## config.mk

```make
export PLATFORM = sky130hd
export DESIGN_NAME = rr_sel_arbiter_flat
export DESIGN_NICKNAME = d
export VERILOG_FILES = /design/src/rtl/arb_pkg.sv /design/src/rtl/rr_sel_arbiter_if.sv /design/src/rtl/burst_counter.sv /design/src/rtl/rr_sel_arbiter.sv /design/src/flat_wrapper.sv
export SDC_FILE = /design/constraint.sdc
export NUM_CORES = 1
export LEC_CHECK = 0
export BUFFER_PORTS_ARGS = -buffer_cell sky130_fd_sc_hd__buf_2
export CORE_AREA = 2 2 39 41
export CTS_CLUSTER_DIAMETER = 120
export DETAILED_ROUTE_END_ITERATION = 6
export DIE_AREA = 0 0 41 43
export GPL_TIMING_DRIVEN = 1
export SLEW_MARGIN = 15
export SYNTH_ARGS = -nofsm -noshare
export SYNTH_HDL_FRONTEND = slang
export SYNTH_SLANG_ARGS = --single-unit
```

## constraint.sdc

```tcl
create_clock -name clk -period 2.35 [get_ports clk]
set_input_delay 0.47 -clock clk [delete_from_list [all_inputs] [get_ports clk]]
set_output_delay 0.47 -clock clk [all_outputs]
set_load 0.02 [all_outputs]
```

## src/rtl/arb_pkg.sv

```systemverilog
`default_nettype none
// +--------------------------------------------------------------------------+
// | Module   : arb_pkg                                                       |
// | Purpose  : Shared types and constants for the rr_sel_arbiter block:      |
// |            FSM state encoding and the burst-counter width.               |
// | Revision : 1.0 - initial release                                         |
// +--------------------------------------------------------------------------+
package arb_pkg;

   // The grant-state encodings are chosen so that they equal the one-hot gnt
   // value they produce.
   typedef enum logic [1:0] {
      IDLE = 2'b00,
      G0   = 2'b01,
      G1   = 2'b10
   } arb_state_e;

   // Wide enough for MAX_BURST up to 15.
   localparam int BURST_CNT_W = 4;

   // Largest MAX_BURST the counter can represent.
   localparam int MAX_BURST_LIMIT = (1 << BURST_CNT_W) - 1;

endpackage : arb_pkg
`default_nettype wire

```

## src/rtl/rr_sel_arbiter_if.sv

```systemverilog
`default_nettype none
// +--------------------------------------------------------------------------+
// | Module   : rr_sel_arbiter_if                                             |
// | Purpose  : Request/grant/select bundle between two requesters and the    |
// |            round-robin select arbiter.                                   |
// | Revision : 1.0 - initial release                                         |
// +--------------------------------------------------------------------------+
interface rr_sel_arbiter_if;

   logic [1:0] req;     // req[i] : request from source i
   logic       sel;     // downstream 2:1 mux select
   logic [1:0] gnt;     // one-hot grant, 2'b00 when idle
   logic       valid;   // mux output is meaningful

   // Requester side: drives requests, observes the arbitration result.
   modport master (
      output req,
      input  sel,
      input  gnt,
      input  valid
   );

   // Arbiter side.
   modport slave (
      input  req,
      output sel,
      output gnt,
      output valid
   );

endinterface : rr_sel_arbiter_if
`default_nettype wire

```

## src/rtl/burst_counter.sv

```systemverilog
`default_nettype none
// +--------------------------------------------------------------------------+
// | Module   : burst_counter                                                 |
// | Purpose  : Saturating count of consecutive cycles one grant has been     |
// |            held. Clears on grant entry, increments while the grant is    |
// |            held, saturates at MAX_BURST. tc_o flags the last allowed     |
// |            cycle (count >= MAX_BURST-1). Used only when                  |
// |            ARB_BURST_LIMIT_EN is defined.                                |
// | Revision : 1.0 - initial release                                         |
// +--------------------------------------------------------------------------+
module burst_counter
   import arb_pkg::*;
#(
   parameter int MAX_BURST = 4
) (
   input  logic clk,
   input  logic rst_n,
   input  logic clr_i,
   input  logic inc_i,
   output logic tc_o
);

   localparam logic [BURST_CNT_W-1:0] CNT_MAX = BURST_CNT_W'(MAX_BURST);
   localparam logic [BURST_CNT_W-1:0] CNT_TC  = BURST_CNT_W'(MAX_BURST - 1);

   logic [BURST_CNT_W-1:0] cnt_q;
   logic [BURST_CNT_W-1:0] cnt_d;

   // Next count: clear wins over increment, and the count never wraps.
   always_comb begin
      cnt_d = cnt_q;
      if (clr_i) begin
         cnt_d = '0;
      end else if (inc_i && (cnt_q < CNT_MAX)) begin
         cnt_d = cnt_q + 1'b1;
      end
   end

   // Count register, cleared asynchronously by reset.
   always_ff @(posedge clk or negedge rst_n) begin
      if (!rst_n) begin
         cnt_q <= '0;
      end else begin
         cnt_q <= cnt_d;
      end
   end

   assign tc_o = (cnt_q >= CNT_TC);

endmodule : burst_counter
`default_nettype wire

```

## src/rtl/rr_sel_arbiter.sv

```systemverilog
`default_nettype none
// +--------------------------------------------------------------------------+
// | Module   : rr_sel_arbiter                                                |
// | Purpose  : Two-source round-robin arbiter driving a 2:1 mux select.      |
// |            IDLE/G0/G1 FSM, last-granted pointer and registered           |
// |            gnt/sel/valid outputs (1-cycle latency from req).             |
// | Config   : ARB_BURST_LIMIT_EN - when defined, a grant is limited to      |
// |            MAX_BURST consecutive cycles while the other source waits.    |
// |            When undefined, a grant is held until its request drops.      |
// | Revision : 1.0 - initial release                                         |
// +--------------------------------------------------------------------------+
module rr_sel_arbiter
   import arb_pkg::*;
#(
   parameter int MAX_BURST = 4
) (
   input  logic                   clk,
   input  logic                   rst_n,
   rr_sel_arbiter_if.slave        bus
);

   // Reject MAX_BURST values the counter cannot represent.
   generate
      if ((MAX_BURST < 1) || (MAX_BURST > MAX_BURST_LIMIT)) begin : g_bad_max_burst
         $error("rr_sel_arbiter: MAX_BURST out of range 1..15");
      end
   endgenerate

   arb_state_e state_q;
   arb_state_e state_d;
   logic       last_q;      // last-granted source
   logic       last_d;
   logic [1:0] gnt_q;
   logic [1:0] gnt_d;
   logic       sel_q;
   logic       sel_d;
   logic       valid_q;
   logic       valid_d;
   logic       burst_tc;    // current grant has used its last allowed cycle

`ifdef ARB_BURST_LIMIT_EN
   logic cnt_clr;
   logic cnt_inc;

   // Entering a new state restarts the burst; staying in a grant extends it.
   assign cnt_clr = (state_d != state_q);
   assign cnt_inc = (state_d == state_q) && (state_d != IDLE);

   burst_counter #(
      .MAX_BURST (MAX_BURST)
   ) u_burst_counter (
      .clk   (clk),
      .rst_n (rst_n),
      .clr_i (cnt_clr),
      .inc_i (cnt_inc),
      .tc_o  (burst_tc)
   );
`else
   assign burst_tc = 1'b0;
`endif

   // Next-state and output decode; outputs follow the next state so they are
   // registered alongside it.
   always_comb begin
      state_d = state_q;
      last_d  = last_q;
      gnt_d   = 2'b00;
      sel_d   = sel_q;
      valid_d = 1'b0;

      unique case (state_q)
         IDLE: begin
            case (bus.req)
               2'b01:   state_d = G0;
               2'b10:   state_d = G1;
               2'b11:   state_d = last_q ? G0 : G1;
               default: state_d = IDLE;
            endcase
         end
         G0: begin
            if (bus.req[0] && !(burst_tc && bus.req[1])) begin
               state_d = G0;
            end else if (bus.req[1]) begin
               state_d = G1;
            end else begin
               state_d = IDLE;
            end
         end
         G1: begin
            if (bus.req[1] && !(burst_tc && bus.req[0])) begin
               state_d = G1;
            end else if (bus.req[0]) begin
               state_d = G0;
            end else begin
               state_d = IDLE;
            end
         end
         default: state_d = IDLE;
      endcase

      case (state_d)
         G0: begin
            gnt_d   = 2'b01;
            sel_d   = 1'b0;
            valid_d = 1'b1;
            last_d  = 1'b0;
         end
         G1: begin
            gnt_d   = 2'b10;
            sel_d   = 1'b1;
            valid_d = 1'b1;
            last_d  = 1'b1;
         end
         default: begin
            gnt_d   = 2'b00;
            valid_d = 1'b0;
         end
      endcase
   end

   // State register; reset aborts any grant immediately.
   always_ff @(posedge clk or negedge rst_n) begin
      if (!rst_n) begin
         state_q <= IDLE;
      end else begin
         state_q <= state_d;
      end
   end

   // Output registers and round-robin pointer (pointer resets so source 0 wins first).
   always_ff @(posedge clk or negedge rst_n) begin
      if (!rst_n) begin
         gnt_q   <= 2'b00;
         sel_q   <= 1'b0;
         valid_q <= 1'b0;
         last_q  <= 1'b1;
      end else begin
         gnt_q   <= gnt_d;
         sel_q   <= sel_d;
         valid_q <= valid_d;
         last_q  <= last_d;
      end
   end

   assign bus.gnt   = gnt_q;
   assign bus.sel   = sel_q;
   assign bus.valid = valid_q;

endmodule : rr_sel_arbiter
`default_nettype wire

```

## src/flat_wrapper.sv

```systemverilog
// flat-port wrapper written by rule: the top's interface ports become plain ports
module rr_sel_arbiter_flat import arb_pkg::*;
#(
   parameter int MAX_BURST = 4
)
  (clk, rst_n, bus_req, bus_sel, bus_gnt, bus_valid);
  rr_sel_arbiter_if bus_i ();
  input  logic clk;
  input  logic rst_n;
  input wire logic [$bits(bus_i.req)-1:0] bus_req;
  output wire logic [$bits(bus_i.sel)-1:0] bus_sel;
  output wire logic [$bits(bus_i.gnt)-1:0] bus_gnt;
  output wire logic [$bits(bus_i.valid)-1:0] bus_valid;
  assign bus_i.req = bus_req;
  assign bus_sel = bus_i.sel;
  assign bus_gnt = bus_i.gnt;
  assign bus_valid = bus_i.valid;
  rr_sel_arbiter #(.MAX_BURST(MAX_BURST)) u_core (.clk(clk), .rst_n(rst_n), .bus(bus_i));
endmodule
```

======== Yosys cells after proc, flatten, opt, wreduce, memory -nomap -nowiden ========
Index checks and enable logic that the tools add are counted.
Widths: inputs -> output; s select.
word-level totals
  register bits ........................... 7
  bits of input ports ..................... 4
  output and inout port bits .............. 4
  word-level logic and storage cells ...... 25
operators by class
  equal/unequal tests ..................... 7
  mux-type cells .......................... 10
  reductions and logical operators ........ 3
operator list
  operator            number
  $pmux 2 s3          2
  $eq 2x2->1 const B  4
  $mux 2              4
  $eq 2x1->1 const B  3
  $pmux 2 s2          1
  $logic_not 2->1     1
  $mux 1              2
  $pmux 1 s2          1
  $reduce_bool 2->1   1
  $reduce_or 2->1     1

======== Logic depth before layout (Yosys ltp) ========
  depth in word-level cells ............... 6
  gate-level depth with buffers ........... 5
  depth with buffers taken out ............ 5

======== Least setup slack after synthesis ========
Ideal clock, no wire load.
  kind .................................... in2reg
  start point ............................. input bus_req[1]
  end point ............................... register u_core.sel_q (netlist: u_core.bus.sel)
  setup time .............................. 0.118 ns
  arrival ................................. 1.258 ns
  data required time ...................... 2.232 ns
  setup slack ............................. 0.974 ns
  stages on the path ...................... 5
  buffers on the path ..................... 0
  cell sequence ........................... nor2b_1 a22o_1 ha_1 nand2b_1 nand2_1
between the ends
  cells in the longest elaborated chain, start to end .. 5
  elaborated cells between the ends (all ways) .. 12
  classes of those cells .................. eq/ne (5); mux (6); reduce/logical (1)
RTL lines
  item                                             line                                        RTL
  start: declaration                               flat_wrapper.sv:10                          input wire logic [$bits(bus_i.req)-1:0] bus_req;
  $eq 2x2->1 (tied with other cells)               rr_sel_arbiter.sv:73                        case (bus.req)
  $pmux 2 s3 or $mux 2 (tied branches)             rr_sel_arbiter.sv:73, rr_sel_arbiter.sv:81
  $pmux 2 s3 *                                     rr_sel_arbiter.sv:71                        unique case (state_q)
  net u_core.state_d[1]                            rr_sel_arbiter.sv:30                        arb_state_e state_d;
  $eq 2x2->1 or $eq 2x1->1 (tied branches)         rr_sel_arbiter.sv:101                       case (state_d)
  $pmux 1 s2 or $reduce_bool 2->1 (tied branches)  -
  end signal: assignment                           rr_sel_arbiter.sv:139                       sel_q <= sel_d;
  end: declaration                                 rr_sel_arbiter.sv:35                        logic sel_q;
The timed path passes the listed nets; every way through them passes the cells marked *.
A chain may end at the register's enable or synchronous reset.

======== Worst setup path after layout ========
  start point ............................. register u_core.last_q
  end point ............................... register u_core.sel_q (netlist: u_core.bus.sel)
between the ends
  cells in the longest elaborated chain, start to end .. 5
  elaborated cells between the ends (all ways) .. 7
  classes of those cells .................. eq/ne (2); mux (4); reduce/logical (1)
RTL lines
  item                                             line                   RTL
  start: declaration                               rr_sel_arbiter.sv:31   logic last_q;
  start signal: assignment                         rr_sel_arbiter.sv:141  last_q <= last_d;
  $mux 2 *                                         rr_sel_arbiter.sv:76   2'b11: state_d = last_q ? G0 : G1;
  $pmux 2 s3 *                                     rr_sel_arbiter.sv:73
  $pmux 2 s3 *                                     rr_sel_arbiter.sv:71
  net u_core.state_d[1]                            rr_sel_arbiter.sv:30
  $eq 2x2->1 or $eq 2x1->1 (tied branches)         rr_sel_arbiter.sv:101
  $pmux 1 s2 or $reduce_bool 2->1 (tied branches)  -
Marks and branches as above.

==> results.sh <==
export IMPL_die_w_um=41
export IMPL_yosysSeqAreaShare_pct=61.8
export IMPL_cts_hold_buffers=0
export IMPL_port_buffers=7
export IMPL_cts_tree="built"
export IMPL_grt_pass1_wl_um=876
export IMPL_outcome="finished clean"
export IMPL_gp_congestion=0.680
export IMPL_detail_route_vias_per_cell=3.98
export IMPL_synth_xor_area_share_pct=0
export IMPL_power_total_uw=418
export IMPL_slew_violations=0
export IMPL_drtIter0Drc=1
export IMPL_yosysTopAreaCellShare_pct=52.6
export IMPL_period_share_pct=62.1
export IMPL_cts_root_buf="clkbuf_4"
export IMPL_drc=0
export IMPL_grt_overflow=0
export IMPL_cts_buffer_depth=2
export IMPL_ys_warn_count=0
export IMPL_cp_end_kind="flop"
export IMPL_grt_usage_pct=8.20
export IMPL_numClockSinks=7
export IMPL_arrival_ns=1.59
export IMPL_grt_start_max_net_pins=8
export IMPL_hold_viol=0
export IMPL_cts_buffers=3
export IMPL_drtPass1Iterations=5
export IMPL_synth_area_mux_share_pct=0
export IMPL_setup_viol_count_final=0
export IMPL_io_pins=8
export IMPL_grt_pass1_vias=202
export IMPL_synth_edf_count=0
export IMPL_synth_fa_ha_area_share_pct=8.77
export IMPL_core_area_um2=1380
export IMPL_clkTransAtPathRegs_ns=0.05
export IMPL_ctsResizeCount=0
export IMPL_max_vdd_ir_drop_mv=0.254
export IMPL_worstPathMaxFanout=4
export IMPL_synth_cell_type_count=13
export IMPL_antenna_found_initial=0
export IMPL_postSynthAreaPerCell_um2=11.9
export IMPL_power_density_nw_per_um2=1140
export IMPL_hold_class="input port to asynchronous set/reset pin"
export IMPL_synthesis_area_um2=285
export IMPL_ys_seq_elements=7
export IMPL_synth_top_family_by_area="simple AND/OR/NAND/NOR gates"
export IMPL_fp_dieArea_um2=1760
export IMPL_yosys_cell_count_top_type="dfrtp_1"
export IMPL_max_freq_mhz=685
export IMPL_synth_ff_type="dfrtp_1"
export IMPL_relSlewSlack_pct=88.7
export IMPL_synth_compound_area_share_pct=13.6
export IMPL_num_vias=203
export IMPL_area_growth_pct=28.5
export IMPL_crit_required_ns=2.48
export IMPL_synth_simple_area_share_pct=14.5
export IMPL_syn_num_nets=30
export IMPL_worstMarginPinSlew_ns=0.169
export IMPL_dp_hpwl_um=371
export IMPL_tns_ns=0
export IMPL_final_nets=42
export IMPL_clk_insertion_delay_late_ns=0.25
export IMPL_num_antenna_cells=0
export IMPL_final_antenna_net_count=0
export IMPL_core_rowCount=14
export IMPL_post_route_min_period_ns=1.46
export IMPL_h_tree_depth=1
export IMPL_crit_type="flop to flop"
export IMPL_syn_inst=24
export IMPL_leakagePower_nw=0.196
export IMPL_yosysTopAreaCell="dfrtp_1"
export IMPL_wl_per_cell_um=9.35
export IMPL_layout_drive_gt1_share_pct=31.4
export IMPL_postCtsSetupRepairBufs=0
export IMPL_chipHeight_um=43
export IMPL_maxCapViolCount=0
export IMPL_synth_async_reset_ratio_pct=100
export IMPL_rsz0062_at_grt="no"
export IMPL_synth_area_top_cells="dfrtp_1, dfstp_2, ha_1, nand2_1, nand2b_1"
export IMPL_r2r_start="u_core.last_q"
export IMPL_final_setup_skew_ns=0.00297
export IMPL_start_kind="flop"
export IMPL_crit_start="u_core.last_q"
export IMPL_wl_um=477
export IMPL_initial_core_util_pct=20.6
export IMPL_synth_commonest_cells="dfrtp_1, nand2_1, ha_1, nand2b_1, nor2_1"
placed cells by master, fill, tap and decap left out, types with 2 or more instances in the layout:
| cell | instances |
|---|---|
| buf_2 | 7 |
| clkbuf_4 | 3 |
| dfrtp_1 | 6 |
| ha_1 | 2 |
| nand2_1 | 4 |
| nand2b_1 | 2 |
| nor2_1 | 2 |
metal layers:
metal	global-route usage, %	wire [um]	vias to the layer above
met5	0	0	-
met4	6.00	0	0
met3	4.71	42	0
met2	10.0	232	5
met1	10.2	202	96
li1	-	-	102
stage by stage:
stage | setup slack, ns | cell area [um^2] | util (%) | hold WS (ns) | cells
floorplan | 0.974 | 285 | - | 0.174 | 24
global placement | 0.782 | 340 | 24.6 | 0.307 | 47
detailed placement | 0.764 | 340 | 24.6 | 0.310 | 47
CTS | 0.880 | 367 | 26.5 | 0.0415 | 51
global route | 0.781 | 367 | 26.5 | 0.0367 | 51
finish | 0.891 | 367 | 26.5 | 0.0410 | 51
area by class of cell:
type | count | area, um^2
fillers | 150 | 1020
multi-input cells | 16 | 105
well taps | 16 | 20.0
flip-flops and latches | 7 | 176
clock buffers | 4 | 26.3
repair buffers | 7 | 35.0
inverters | 1 | 3.75
worst max-delay path: stages, from the launching register on:
cell and delay, ns:
dfstp_2 0.54, nand2b_1 0.08, a22o_1 0.22, ha_1 0.33
nand2b_1 0.13, nand2_1 0.05
path summary, 6_finish.rpt:
check | to | slack [ns] | depth (start not counted)
worst max register to register | u_core.bus.sel | 0.89 | 5
worst max-delay path | u_core.bus.sel | 0.89 | 5
worst min-delay path | u_core.bus.gnt[1] | 0.04 | 1
max in group asynchronous | u_core.last_q | 2.08 | 1
worst min register to register | u_core.bus.sel | 0.47 | 2
min in group clk | u_core.bus.sel | 0.47 | 2
cells by family (layout without fill, tap and decap cells):
kind of cell | after synthesis | in the layout
adder cells (fa/ha/maj) | 2 | 2
flip-flops | 7 | 7
buffers and inverters | 1 | 12
AND/OR/NAND/NOR | 9 | 9
AO/OA/AOI/OAI | 5 | 5
sequential cells by signal, indices dropped and copies added, names as in the netlist:
| name | count |
|---|---|
| u_core.last_q | 1 |
| u_core.bus.sel | 1 |
| u_core.bus.valid | 1 |
| u_core.state_q | 2 |
| u_core.bus.gnt | 2 |
power breakdown:
| group | total [mW] | leakage (nW) | switching [mW] | internal [mW] |
|---|---|---|---|---|
| Combinational | 0.131 | 0.0951 | 0.0789 | 0.0519 |
| Sequential | 0.179 | 0.0860 | 0.0163 | 0.163 |
| Clock | 0.108 | 0.0150 | 0.0436 | 0.0648 |
| Total | 0.418 | 0.196 | 0.139 | 0.279 |
No activity file was read; power rests on OpenSTA's default activity.
